File: src/rtl/sparce_pkg.sv
// -----------------------------------------------------------------------------
// sparce_pkg
// Shared definitions for the sparce skip unit: SASA table geometry, bit
// positions of the condition word written through the SASA port, the SASA
// entry record, and the skip FSM state encoding.
// No ports (package).
// -----------------------------------------------------------------------------
package sparce_pkg;

  localparam int SASA_ENTRIES = 4;
  localparam int NUM_REGS     = 32;

  // Condition word layout (sasa_addr[4] = 1 writes).
  localparam int COND_RS1_LSB     = 0;
  localparam int COND_RS2_LSB     = 5;
  localparam int COND_USE_RS2_BIT = 10;
  localparam int COND_VALID_BIT   = 11;
  localparam int COND_OFFSET_LSB  = 16;

  // Address decode of the SASA write port.
  localparam int ADDR_FIELD_BIT = 4;
  localparam int ADDR_ENTRY_LSB = 2;

  typedef struct packed {
    logic [31:0] tag;
    logic [15:0] offset;   // unsigned byte offset added to the matching pc
    logic        valid;
    logic        use_rs2;
    logic [4:0]  rs2;
    logic [4:0]  rs1;
  } sasa_entry_t;

  typedef enum logic [1:0] {
    ST_ARMED = 2'd0,
    ST_SKIP  = 2'd1,
    ST_FLUSH = 2'd2
  } sparce_state_t;

  // Replace the condition fields of an entry, keeping its tag.
  function automatic sasa_entry_t apply_cond(input sasa_entry_t e,
                                             input logic [31:0] d);
    sasa_entry_t r;
    r         = e;
    r.rs1     = d[COND_RS1_LSB +: 5];
    r.rs2     = d[COND_RS2_LSB +: 5];
    r.use_rs2 = d[COND_USE_RS2_BIT];
    r.valid   = d[COND_VALID_BIT];
    r.offset  = d[COND_OFFSET_LSB +: 16];
    return r;
  endfunction

endpackage

File: src/rtl/sparce_skip_unit_if.sv
// -----------------------------------------------------------------------------
// sparce_skip_unit_if
// Pipeline <-> sparce interface.
//   pc, is_sparse              : lookup request
//   wb_en, wb_rd, wb_data      : register writeback snoop
//   sasa_wen, sasa_addr, sasa_data : SASA table write port
//   sparce_target, skipping    : fetch redirect back to the pipeline
// Modports: master = pipeline side, slave = sparce side.
//
// Handshake: there is no backpressure anywhere. is_sparse qualifies pc for
// the cycle it is high; wb_en and sasa_wen are single-cycle write strobes
// that are always accepted (except while RST is high). skipping is a
// one-cycle strobe and sparce_target is only meaningful while it is high.
// -----------------------------------------------------------------------------
interface sparce_skip_unit_if;
  logic [31:0] pc;
  logic        is_sparse;
  logic        wb_en;
  logic [4:0]  wb_rd;
  logic [31:0] wb_data;
  logic        sasa_wen;
  logic [31:0] sasa_addr;
  logic [31:0] sasa_data;
  logic [31:0] sparce_target;
  logic        skipping;

  modport master (
    output pc, is_sparse, wb_en, wb_rd, wb_data, sasa_wen, sasa_addr, sasa_data,
    input  sparce_target, skipping
  );

  modport slave (
    input  pc, is_sparse, wb_en, wb_rd, wb_data, sasa_wen, sasa_addr, sasa_data,
    output sparce_target, skipping
  );
endinterface

File: src/rtl/sparce_sprf.sv
// -----------------------------------------------------------------------------
// sparce_sprf
// Sparsity register file: one bit per architectural register, 1 = register
// currently holds zero. x0 always reads 1. Read ports are combinational and
// see a same-cycle writeback (write-through bypass).
// Ports:
//   CLK, RST            clock, synchronous active-high reset
//   wb_en, wb_rd, wb_data  writeback snoop (write port)
//   rd_addr[N_RD]       read addresses
//   rd_zero[N_RD]       sparsity bit for each read address
// -----------------------------------------------------------------------------
module sparce_sprf
  import sparce_pkg::*;
#(
  parameter int N_RD = 2
) (
  input  logic                 CLK,
  input  logic                 RST,
  input  logic                 wb_en,
  input  logic [4:0]           wb_rd,
  input  logic [31:0]          wb_data,
  input  logic [N_RD-1:0][4:0] rd_addr,
  output logic [N_RD-1:0]      rd_zero
);

  logic [NUM_REGS-1:0] sprf_q;
  logic                wr_active;
  logic                wr_zero;

  // Writes to x0 are ignored so bit 0 never leaves its reset value of 1.
  assign wr_active = wb_en && (wb_rd != 5'd0);
  assign wr_zero   = (wb_data == 32'd0);

  // Reset is conservative: nothing but x0 is known to be zero.
  always_ff @(posedge CLK) begin
    if (RST) begin
      sprf_q <= {{(NUM_REGS-1){1'b0}}, 1'b1};
    end else if (wr_active) begin
      sprf_q[wb_rd] <= wr_zero;
    end
  end

  always_comb begin
    rd_zero = '0;
    for (int i = 0; i < N_RD; i++) begin
      rd_zero[i] = sprf_q[rd_addr[i]];
      if (wr_active && (wb_rd == rd_addr[i])) begin
        rd_zero[i] = wr_zero;
      end
      if (rd_addr[i] == 5'd0) begin
        rd_zero[i] = 1'b1;
      end
    end
  end

endmodule

File: src/rtl/sparce_skip_unit.sv
// -----------------------------------------------------------------------------
// sparce_skip_unit
// Looks up the fetch pc in a small SASA table. An entry hits when its tag
// matches pc and its source registers are known to be zero; the unit then
// raises skipping for one cycle with sparce_target = pc + offset, and holds
// off further lookups for two cycles (SKIP, FLUSH) while fetch redirects.
// Ports:
//   CLK, RST   clock, synchronous active-high reset
//   bus        sparce_skip_unit_if.slave (lookup, writeback snoop, SASA
//              write port, redirect outputs)
//   dbg_state  current FSM state
// -----------------------------------------------------------------------------
module sparce_skip_unit
  import sparce_pkg::*;
(
  input  logic                CLK,
  input  logic                RST,
  sparce_skip_unit_if.slave   bus,
  output sparce_state_t       dbg_state
);

  localparam int N_RD = 2 * SASA_ENTRIES;

  sasa_entry_t            sasa_q [SASA_ENTRIES];
  logic [N_RD-1:0][4:0]   rd_addr;
  logic [N_RD-1:0]        rd_zero;
  logic [SASA_ENTRIES-1:0] hit;
  logic                   hit_any;
  logic [15:0]            hit_offset;
  logic [31:0]            target_next;
  logic [31:0]            target_q;
  logic                   load_target;
  sparce_state_t          state_q;
  sparce_state_t          state_d;
  logic [1:0]             wr_entry;

  assign wr_entry = bus.sasa_addr[ADDR_ENTRY_LSB +: 2];

  // SASA table. Only the valid bits need a reset; tag/conditions of an
  // invalid entry are never looked at. A write lands at the clock edge, so
  // a lookup in the same cycle still sees the old contents.
  always_ff @(posedge CLK) begin
    if (RST) begin
      for (int i = 0; i < SASA_ENTRIES; i++) begin
        sasa_q[i].valid <= 1'b0;
      end
    end else if (bus.sasa_wen) begin
      for (int i = 0; i < SASA_ENTRIES; i++) begin
        if (wr_entry == 2'(i)) begin
          if (bus.sasa_addr[ADDR_FIELD_BIT]) begin
            sasa_q[i] <= apply_cond(sasa_q[i], bus.sasa_data);
          end else begin
            sasa_q[i].tag <= bus.sasa_data;
          end
        end
      end
    end
  end

  // Two SpRF read ports per entry: port 2i for rs1, port 2i+1 for rs2.
  always_comb begin
    rd_addr = '0;
    for (int i = 0; i < SASA_ENTRIES; i++) begin
      rd_addr[2*i]   = sasa_q[i].rs1;
      rd_addr[2*i+1] = sasa_q[i].rs2;
    end
  end

  sparce_sprf #(
    .N_RD (N_RD)
  ) u_sprf (
    .CLK     (CLK),
    .RST     (RST),
    .wb_en   (bus.wb_en),
    .wb_rd   (bus.wb_rd),
    .wb_data (bus.wb_data),
    .rd_addr (rd_addr),
    .rd_zero (rd_zero)
  );

  always_comb begin
    hit = '0;
    for (int i = 0; i < SASA_ENTRIES; i++) begin
      hit[i] = bus.is_sparse && sasa_q[i].valid && (sasa_q[i].tag == bus.pc) &&
               rd_zero[2*i] && (!sasa_q[i].use_rs2 || rd_zero[2*i+1]);
    end
  end

  // Priority encoder: scan from the top so the lowest-indexed hit is the
  // last one assigned and therefore wins.
  always_comb begin
    hit_any    = 1'b0;
    hit_offset = '0;
    for (int i = SASA_ENTRIES - 1; i >= 0; i--) begin
      if (hit[i]) begin
        hit_any    = 1'b1;
        hit_offset = sasa_q[i].offset;
      end
    end
  end

  // Wraps modulo 2^32 by truncation.
  assign target_next = bus.pc + {16'd0, hit_offset};

  always_comb begin
    state_d     = state_q;
    load_target = 1'b0;
    case (state_q)
      ST_ARMED: begin
        if (hit_any) begin
          state_d     = ST_SKIP;
          load_target = 1'b1;
        end
      end
      ST_SKIP:  state_d = ST_FLUSH;
      ST_FLUSH: state_d = ST_ARMED;
      default:  state_d = ST_ARMED;
    endcase
  end

  always_ff @(posedge CLK) begin
    if (RST) begin
      state_q  <= ST_ARMED;
      target_q <= 32'd0;
    end else begin
      state_q <= state_d;
      if (load_target) begin
        target_q <= target_next;
      end
    end
  end

  assign bus.skipping      = (state_q == ST_SKIP);
  assign bus.sparce_target = target_q;
  assign dbg_state         = state_q;

endmodule

File: src/flat_wrapper.sv
// flat-port wrapper written by rule: the top's interface ports become plain ports
module sparce_skip_unit_flat import sparce_pkg::*;
  (CLK, RST, dbg_state, bus_pc, bus_is_sparse, bus_wb_en, bus_wb_rd, bus_wb_data, bus_sasa_wen, bus_sasa_addr, bus_sasa_data, bus_sparce_target, bus_skipping);
  sparce_skip_unit_if bus_i ();
  input  logic CLK;
  input  logic RST;
  output sparce_state_t dbg_state;
  input wire logic [$bits(bus_i.pc)-1:0] bus_pc;
  input wire logic [$bits(bus_i.is_sparse)-1:0] bus_is_sparse;
  input wire logic [$bits(bus_i.wb_en)-1:0] bus_wb_en;
  input wire logic [$bits(bus_i.wb_rd)-1:0] bus_wb_rd;
  input wire logic [$bits(bus_i.wb_data)-1:0] bus_wb_data;
  input wire logic [$bits(bus_i.sasa_wen)-1:0] bus_sasa_wen;
  input wire logic [$bits(bus_i.sasa_addr)-1:0] bus_sasa_addr;
  input wire logic [$bits(bus_i.sasa_data)-1:0] bus_sasa_data;
  output wire logic [$bits(bus_i.sparce_target)-1:0] bus_sparce_target;
  output wire logic [$bits(bus_i.skipping)-1:0] bus_skipping;
  assign bus_i.pc = bus_pc;
  assign bus_i.is_sparse = bus_is_sparse;
  assign bus_i.wb_en = bus_wb_en;
  assign bus_i.wb_rd = bus_wb_rd;
  assign bus_i.wb_data = bus_wb_data;
  assign bus_i.sasa_wen = bus_sasa_wen;
  assign bus_i.sasa_addr = bus_sasa_addr;
  assign bus_i.sasa_data = bus_sasa_data;
  assign bus_sparce_target = bus_i.sparce_target;
  assign bus_skipping = bus_i.skipping;
  sparce_skip_unit u_core (.CLK(CLK), .RST(RST), .bus(bus_i), .dbg_state(dbg_state));
endmodule
File: config.mk
export PLATFORM = sky130hd
export DESIGN_NAME = sparce_skip_unit_flat
export DESIGN_NICKNAME = d
export VERILOG_FILES = /design/src/rtl/sparce_pkg.sv /design/src/rtl/sparce_skip_unit_if.sv /design/src/rtl/sparce_sprf.sv /design/src/rtl/sparce_skip_unit.sv /design/src/flat_wrapper.sv
export SDC_FILE = /design/constraint.sdc
export NUM_CORES = 1
export LEC_CHECK = 0
export CORE_UTILIZATION = 58
export CTS_CLUSTER_SIZE = 25
export DETAILED_ROUTE_END_ITERATION = 6
export PLACE_DENSITY_LB_ADDON = 0.2
export SETUP_SLACK_MARGIN = 0.2
export SYNTH_ARGS = -nofsm -noshare
export SYNTH_HDL_FRONTEND = slang
export SYNTH_SLANG_ARGS = --single-unit
File: constraint.sdc
create_clock -name CLK -period 16.4 [get_ports CLK]
set_input_delay 3.28 -clock CLK [delete_from_list [all_inputs] [get_ports CLK]]
set_output_delay 3.28 -clock CLK [all_outputs]
set_load 0.005 [all_outputs]
### Yosys cells after proc, flatten, opt, wreduce, memory -nomap -nowiden

Memory sizes are Yosys's and may differ from the RTL's.
Cells that the tools add are included.

| storage, ports and cells | value |
|---|---|
| bits in registers | 66 |
| bits in writable memories | 240 |
| output and inout port bits | 35 |
| word-level logic and storage cells | 177 |
| memories | 1 |

| cells by class | value |
|---|---|
| add/sub/neg operators | 1 |
| $lt $le $gt $ge | 10 |
| equal/unequal tests | 17 |
| muxes and demuxes | 91 |
| bitwise gates (word level) | 8 |
| reductions and logical operators | 46 |

Memory list:

| name | depth | bits a word | rd ports | clocked after memory_dff | write ports | line | text |
|---|---|---|---|---|---|---|---|
| u_core.sasa_q | 4 | 60 | 4 | 0 | 4 | sparce_skip_unit.sv:24 | `sasa_entry_t sasa_q [SASA_ENTRIES];` |

Operators with widths:

| operator | number |
|---|---|
| equality test 32 bit | 4 |
| 2-to-1 mux 32 bit | 4 |
| 2-to-1 mux 1 bit | 71 |
| 2-to-1 mux 16 bit | 4 |
| < comparator 5 x 6 -> 1 bit (second input constant) | 9 |
| binary-select mux 1 bit (select 5 bit) | 8 |
| equality test 5 bit | 8 |
| logical NOT 5 bit | 8 |
| adder 32 x 16 -> 32 bit | 1 |
| bitwise mux 32 bit | 1 |
| logical NOT 32 bit | 1 |
| logical AND 1 bit | 26 |
| bitwise OR 1 bit | 8 |
| demux 1 bit (select 5 bit) | 1 |
| >= comparator 5 x 1 -> 1 bit (second input constant) | 1 |
| nonzero test 5 bit | 1 |
| equality test 2 x 1 -> 1 bit (second input constant) | 2 |
| equality test 2 bit (second input constant) | 2 |
| logical NOT 1 bit | 4 |
| logical NOT 2 bit | 2 |
| logical OR 1 bit | 4 |
| one-hot mux 2 bit (2 select lines) | 1 |
| 2-to-1 mux 2 bit | 1 |
| != test 2 x 1 -> 1 bit (second input constant) | 1 |

### Logic depth before layout (Yosys ltp)

| depth | value |
|---|---|
| depth after elaboration | 13 |
| gate-level depth with buffers | 22 |

### Cells and area by module

A second synthesis with hierarchy kept.

| unflattened totals | value |
|---|---|
| cell total of the unflattened synthesis | 1318 |
| area total of the unflattened synthesis | 16290.6 um2 |

By module, submodules not included:

| module | times used | cells an instance | area each (um2) |
|---|---|---|---|
| sparce_skip_unit | 1 | 877 | 11836.4 |
| sparce_sprf | 1 | 441 | 4454.3 |

### Worst setup path after synthesis

Ideal clock, no wire load.

| timing path | value |
|---|---|
| path type | input port to flip-flop |
| start | input port bus_wb_rd[0] |
| end | register u_core.target_q[27] (netlist: u_core.bus.sparce_target[27]) |
| arrival time | 7.652 ns |
| setup slack | 8.620 ns |
| stages | 22 |
| buffers on the path | 4 |
| cell sequence | clkbuf_1 -> buf_2 -> xor2_1 -> nor3_1 -> a41o_1 -> o2111ai_1 -> a2111oi_2 -> buf_2 -> a21oi_1 -> a21o_1 -> a22oi_1 -> ha_1 -> a21oi_1 -> o211ai_1 -> a31oi_1 -> o31ai_1 -> a41o_1 -> clkbuf_1 -> nand4_1 -> xnor2_1 -> mux2i_1 -> nor2_1 |

| on the way | value |
|---|---|
| longest elaborated chain between the ends | 13 |
| elaborated cells between the ends (all ways) | 57 |
| classes of those cells | add/sub: 1; eq/ne: 8; mux: 26; reduce/logical: 22 |

Ends and longest elaborated chain:

| item | line | text |
|---|---|---|
| start: declaration | flat_wrapper.sv:11 | `input wire logic [$bits(bus_i.wb_rd)-1:0] bus_wb_rd;` |
| parallel branches: the longest is 13 deep, another holds adder 32 x 16 -> 32 bit | n/a |  |
| end signal: assignment | sparce_skip_unit.sv:128 | `target_q <= target_next;` |
| end: declaration | sparce_skip_unit.sv:31 | `logic [31:0] target_q;` |

Several ways; the timed one is not identified.
A chain may end at the register's enable or synchronous reset.

### Worst setup path after layout

| timing path | value |
|---|---|
| start | input port bus_wb_rd[2] |
| end | register u_core.target_q[27] (netlist: u_core.bus.sparce_target[27]) |

The elaborated chain is that of the path after synthesis.

==> impl_metrics.ini <==
[power_and_ir_drop]
power_mw = 1.69
switching_share_pct = 22.1
netSwitchingPower_mw = 0.373
ir_drop_v = 0.0000810
p_comb_share_pct = 7.0
seqPwrFrac_pct = 50.9
p_per_area_mw_per_mm2 = 90.4
leakage_nw = 6.36
clock_power_share_pct = 42.0
p_int_mw = 1.31

[floorplan]
start_util_pct = 59.1
coreArea_mm2 = 0.0270
die_width_um = 168
placementRows = 60
dieArea_mm2 = 0.0281
die_h_um = 168
ios = 173

[hold_path]
hp-class = flop to flop

[placed_design]
io_buffers = 143
gp_congestion = 0.908
dp_slack_ns = 6.62
dp.cells = 1701
placed_cell_area_mm2 = 0.0176
hpwlAfterDp_um = 29800

[synthesis]
synthMuxAreaShare_pct = 13.2
synth-compound-area-share_pct = 7.88
synthesis.nets = 1437
synth_cell_types = 64
synth_top_family_by_area = multiplexers
synth_adder_area_share_pct = 1.38
yosysWarnings = 0
synth_simple_gate_area_share_pct = 10.3
synth_xor_area_share_pct = 10.8
avgSynthCellArea_um2 = 12.4
synthesis.instances = 1282
synth_ff_type = edfxtp_1
ys_ff_latch = 306
yosysSeqAreaShare_pct = 53.5
synth_edf_count = 240
async_flop_share_pct = 0
synth_area_mm2 = 0.0159

[sta]
period_share_pct = 57.1
finalHoldViolations = 0
max_slew_margin_pct = 21.9
finalCriticalPeriod_ns = 9.36
slew_viol_final = 0
max_freq_mhz = 107
finalSetupTns_ns = 0
fin_ws_ns = 7.04
rsz0062_at_grt = no
hold_slack_ns = 0.490
worstMarginPinSlew_ns = 1.14
setup_viol = 0
fin_skew_ns = 0.00924

[grt]
grt_overflow = 0
antenna_found_initial = 0
grtUsageTotal_pct = 31.0
grt_pass1_wl_um = 64500
grt_pass1_vias = 10700
grt_max_degree = 67

[final_layout]
nFillCells = 1872
drive_gt1_share_pct = 10.9
fin_util_pct = 69.2
area_growth_pct = 17.1
nets = 1548
final_cell_area_mm2 = 0.0186
final_cells = 1758
num_antenna_cells = 0

[clock_network]
clockBufferDepth = 3
postCtsSetupRepairBufs = 0
cts_made_buffers = 31
cts_root_buf = clkbuf_16
cts_sinks = 306
clk_pin_slew_ns = 0.06
cts_resized = 0
htreeDepth = 1
cts_hold_buf = 0
cts_tree = done
clock_latency_ns = 0.58

[critical_path]
critPathMaxFanout = 34
critPathLaunchType = input port
path_class = input port to flop
cp-end-kind = flop
crit_required_ns = 16.84
critPathArrivalTime_ns = 9.80

[outcome]
status = finished, final reports clean

[detailed_routing]
first_pass_iters = 6
wirelength_um = 43200
drt.antenna.violating_nets = 0
drt_iter0_drc = 1387
routed-via-count = 11300
wl_per_cell_um = 24.6
post-route-drc-count = 0
avgViaCountPerCell = 6.43

[job]
maxCapViolations = 0
worst paths after layout:
kind / start / to / slack [ns] / cells after the start
worst max-delay path: bus_wb_rd[2] / u_core.bus.sparce_target[27]$_SDFFE_PP0P_ / 7.04 / 21
worst min-delay path: u_core.bus.sparce_target[4]$_SDFFE_PP0P_ / u_core.bus.sparce_target[4]$_SDFFE_PP0P_ / 0.49 / 2
worst max register to register: u_core.sasa_q[0][0]$_DFFE_PP_ / u_core.bus.sparce_target[27]$_SDFFE_PP0P_ / 10.26 / 20
worst min register to register: u_core.bus.sparce_target[4]$_SDFFE_PP0P_ / u_core.bus.sparce_target[4]$_SDFFE_PP0P_ / 0.49 / 2
synth_stat cells, types with 3 or more instances:
| cell type | n | share of area, % |
|---|---|---|
| nor3_1 | 27 | 0.85 |
| o211ai_1 | 3 | 0.14 |
| nor2b_1 | 15 | 0.59 |
| a22o_1 | 3 | 0.16 |
| mux2i_1 | 63 | 4.0 |
| a21oi_1 | 52 | 1.6 |
| edfxtp_1 | 240 | 45 |
| nor4b_1 | 3 | 0.16 |
| inv_1 | 27 | 0.64 |
| nor2_1 | 103 | 2.4 |
| and3_1 | 6 | 0.24 |
| mux2_2 | 7 | 0.49 |
| o21ai_0 | 31 | 0.97 |
| buf_2 | 17 | 0.53 |
| or4_1 | 3 | 0.14 |
| nand2b_1 | 4 | 0.16 |
| or3_1 | 5 | 0.20 |
| a41o_1 | 3 | 0.19 |
| a21o_1 | 18 | 0.85 |
| nand3b_1 | 8 | 0.38 |
| buf_1 | 4 | 0.094 |
| nand2_1 | 70 | 1.6 |
| xor2_1 | 80 | 4.4 |
| o21a_1 | 6 | 0.28 |
| a31oi_1 | 3 | 0.12 |
| dfxtp_1 | 66 | 8.3 |
| nor4_1 | 30 | 1.2 |
| o21bai_1 | 16 | 0.75 |
| xnor2_1 | 117 | 6.4 |
| ha_1 | 16 | 1.3 |
| o2111ai_1 | 6 | 0.33 |
| nand3_1 | 25 | 0.79 |
| buf_4 | 3 | 0.14 |
| mux4_2 | 62 | 8.8 |
| o31ai_1 | 3 | 0.14 |
| nand4_1 | 30 | 1.2 |
| clkbuf_1 | 59 | 1.4 |
| a22oi_1 | 17 | 0.80 |
state kept, by name (all words and copies together), names as in the netlist:
register and count:
u_core.sasa_q 240, u_core.u_sprf.sprf_q 32, u_core.dbg_state 2, u_core.bus.sparce_target 32
worst max-delay path, cell delays in order:
cell and delay [ns]:
clkdlybuf4s50_1 0.39, buf_4 0.24, or3_1 0.48, o21ai_1 0.68, nor4_1 0.25, a2111oi_0 1.04, nor3_4 0.05, buf_4 0.29
nor2_1 0.14, buf_4 0.25, a22oi_1 0.21, ha_1 0.40, nand2_1 0.08, o211ai_1 0.19, a31oi_1 0.18, o31ai_1 0.54
a41o_1 0.50, nand4_1 0.16, xnor2_1 0.17, mux2i_1 0.15, nor2_1 0.06
final cells by class:
cell class / count / area [um2] / share of cell area, %
Timing Repair Buffer: 161 / 1560 / 8.37
Tap cell: 341 / 427 / 2.29
Clock buffer: 39 / 810 / 4.34
Inverter: 28 / 105 / 0.564
Clock inverter: 18 / 208 / 1.11
Sequential cell: 306 / 8530 / 45.7
Multi-Input combinational cell: 865 / 7010 / 37.6
per-layer routing:
| layer | GRT usage (%) | share of wire (%) |
|---|---|---|
| met5 | 0 | 0 |
| met4 | 10.6 | 3.0 |
| met2 | 44.5 | 43 |
| met1 | 46.4 | 41 |
| met3 | 7.11 | 13 |
cells in the final DEF (no fill, tap or decap), types with 6 or more instances in the layout:
master	synthesis	final
a21oi_1	52	52
o21a_1	6	6
edfxtp_1	240	240
clkbuf_16	0	31
mux2i_1	63	63
xor2_1	80	80
inv_1	27	27
nand3b_1	8	8
nor3_1	27	25
mux2_2	7	7
o21bai_1	16	16
xnor2_1	117	117
buf_4	3	18
clkdlybuf4s50_1	0	142
nand3_1	25	25
nor4_1	30	30
ha_1	16	16
dfxtp_1	66	66
a22oi_1	17	17
o2111ai_1	6	6
mux4_2	62	62
and3_1	6	6
a21o_1	18	18
nand2_1	70	70
nor2b_1	15	15
nand4_1	30	30
nor2_1	103	96
o21ai_0	31	31
logic make-up (layout without fill, tap and decap cells):
logic type / Yosys count / after routing
adder cells (fa/ha/maj): 17 / 17
XOR/XNOR: 197 / 197
AO/OA/AOI/OAI: 182 / 182
AND/OR/NAND/NOR: 337 / 337
multiplexers: 132 / 132
flip-flops: 306 / 306
buffers and inverters: 111 / 246
power by group through the flow:
| stage | Sequential, mW | Clock (mW) | Combinational [mW] |
|---|---|---|---|
| detailed placement | 0.874 | 0 | 0.117 |
| global placement | 0.874 | 0 | 0.115 |
| finish | 0.858 | 0.708 | 0.119 |
| floorplan | 0.869 | 0 | 0.0585 |
| CTS | 0.858 | 0.715 | 0.118 |
| global route | 0.859 | 0.745 | 0.126 |
Note: power is estimated with default switching activity, not from simulation.
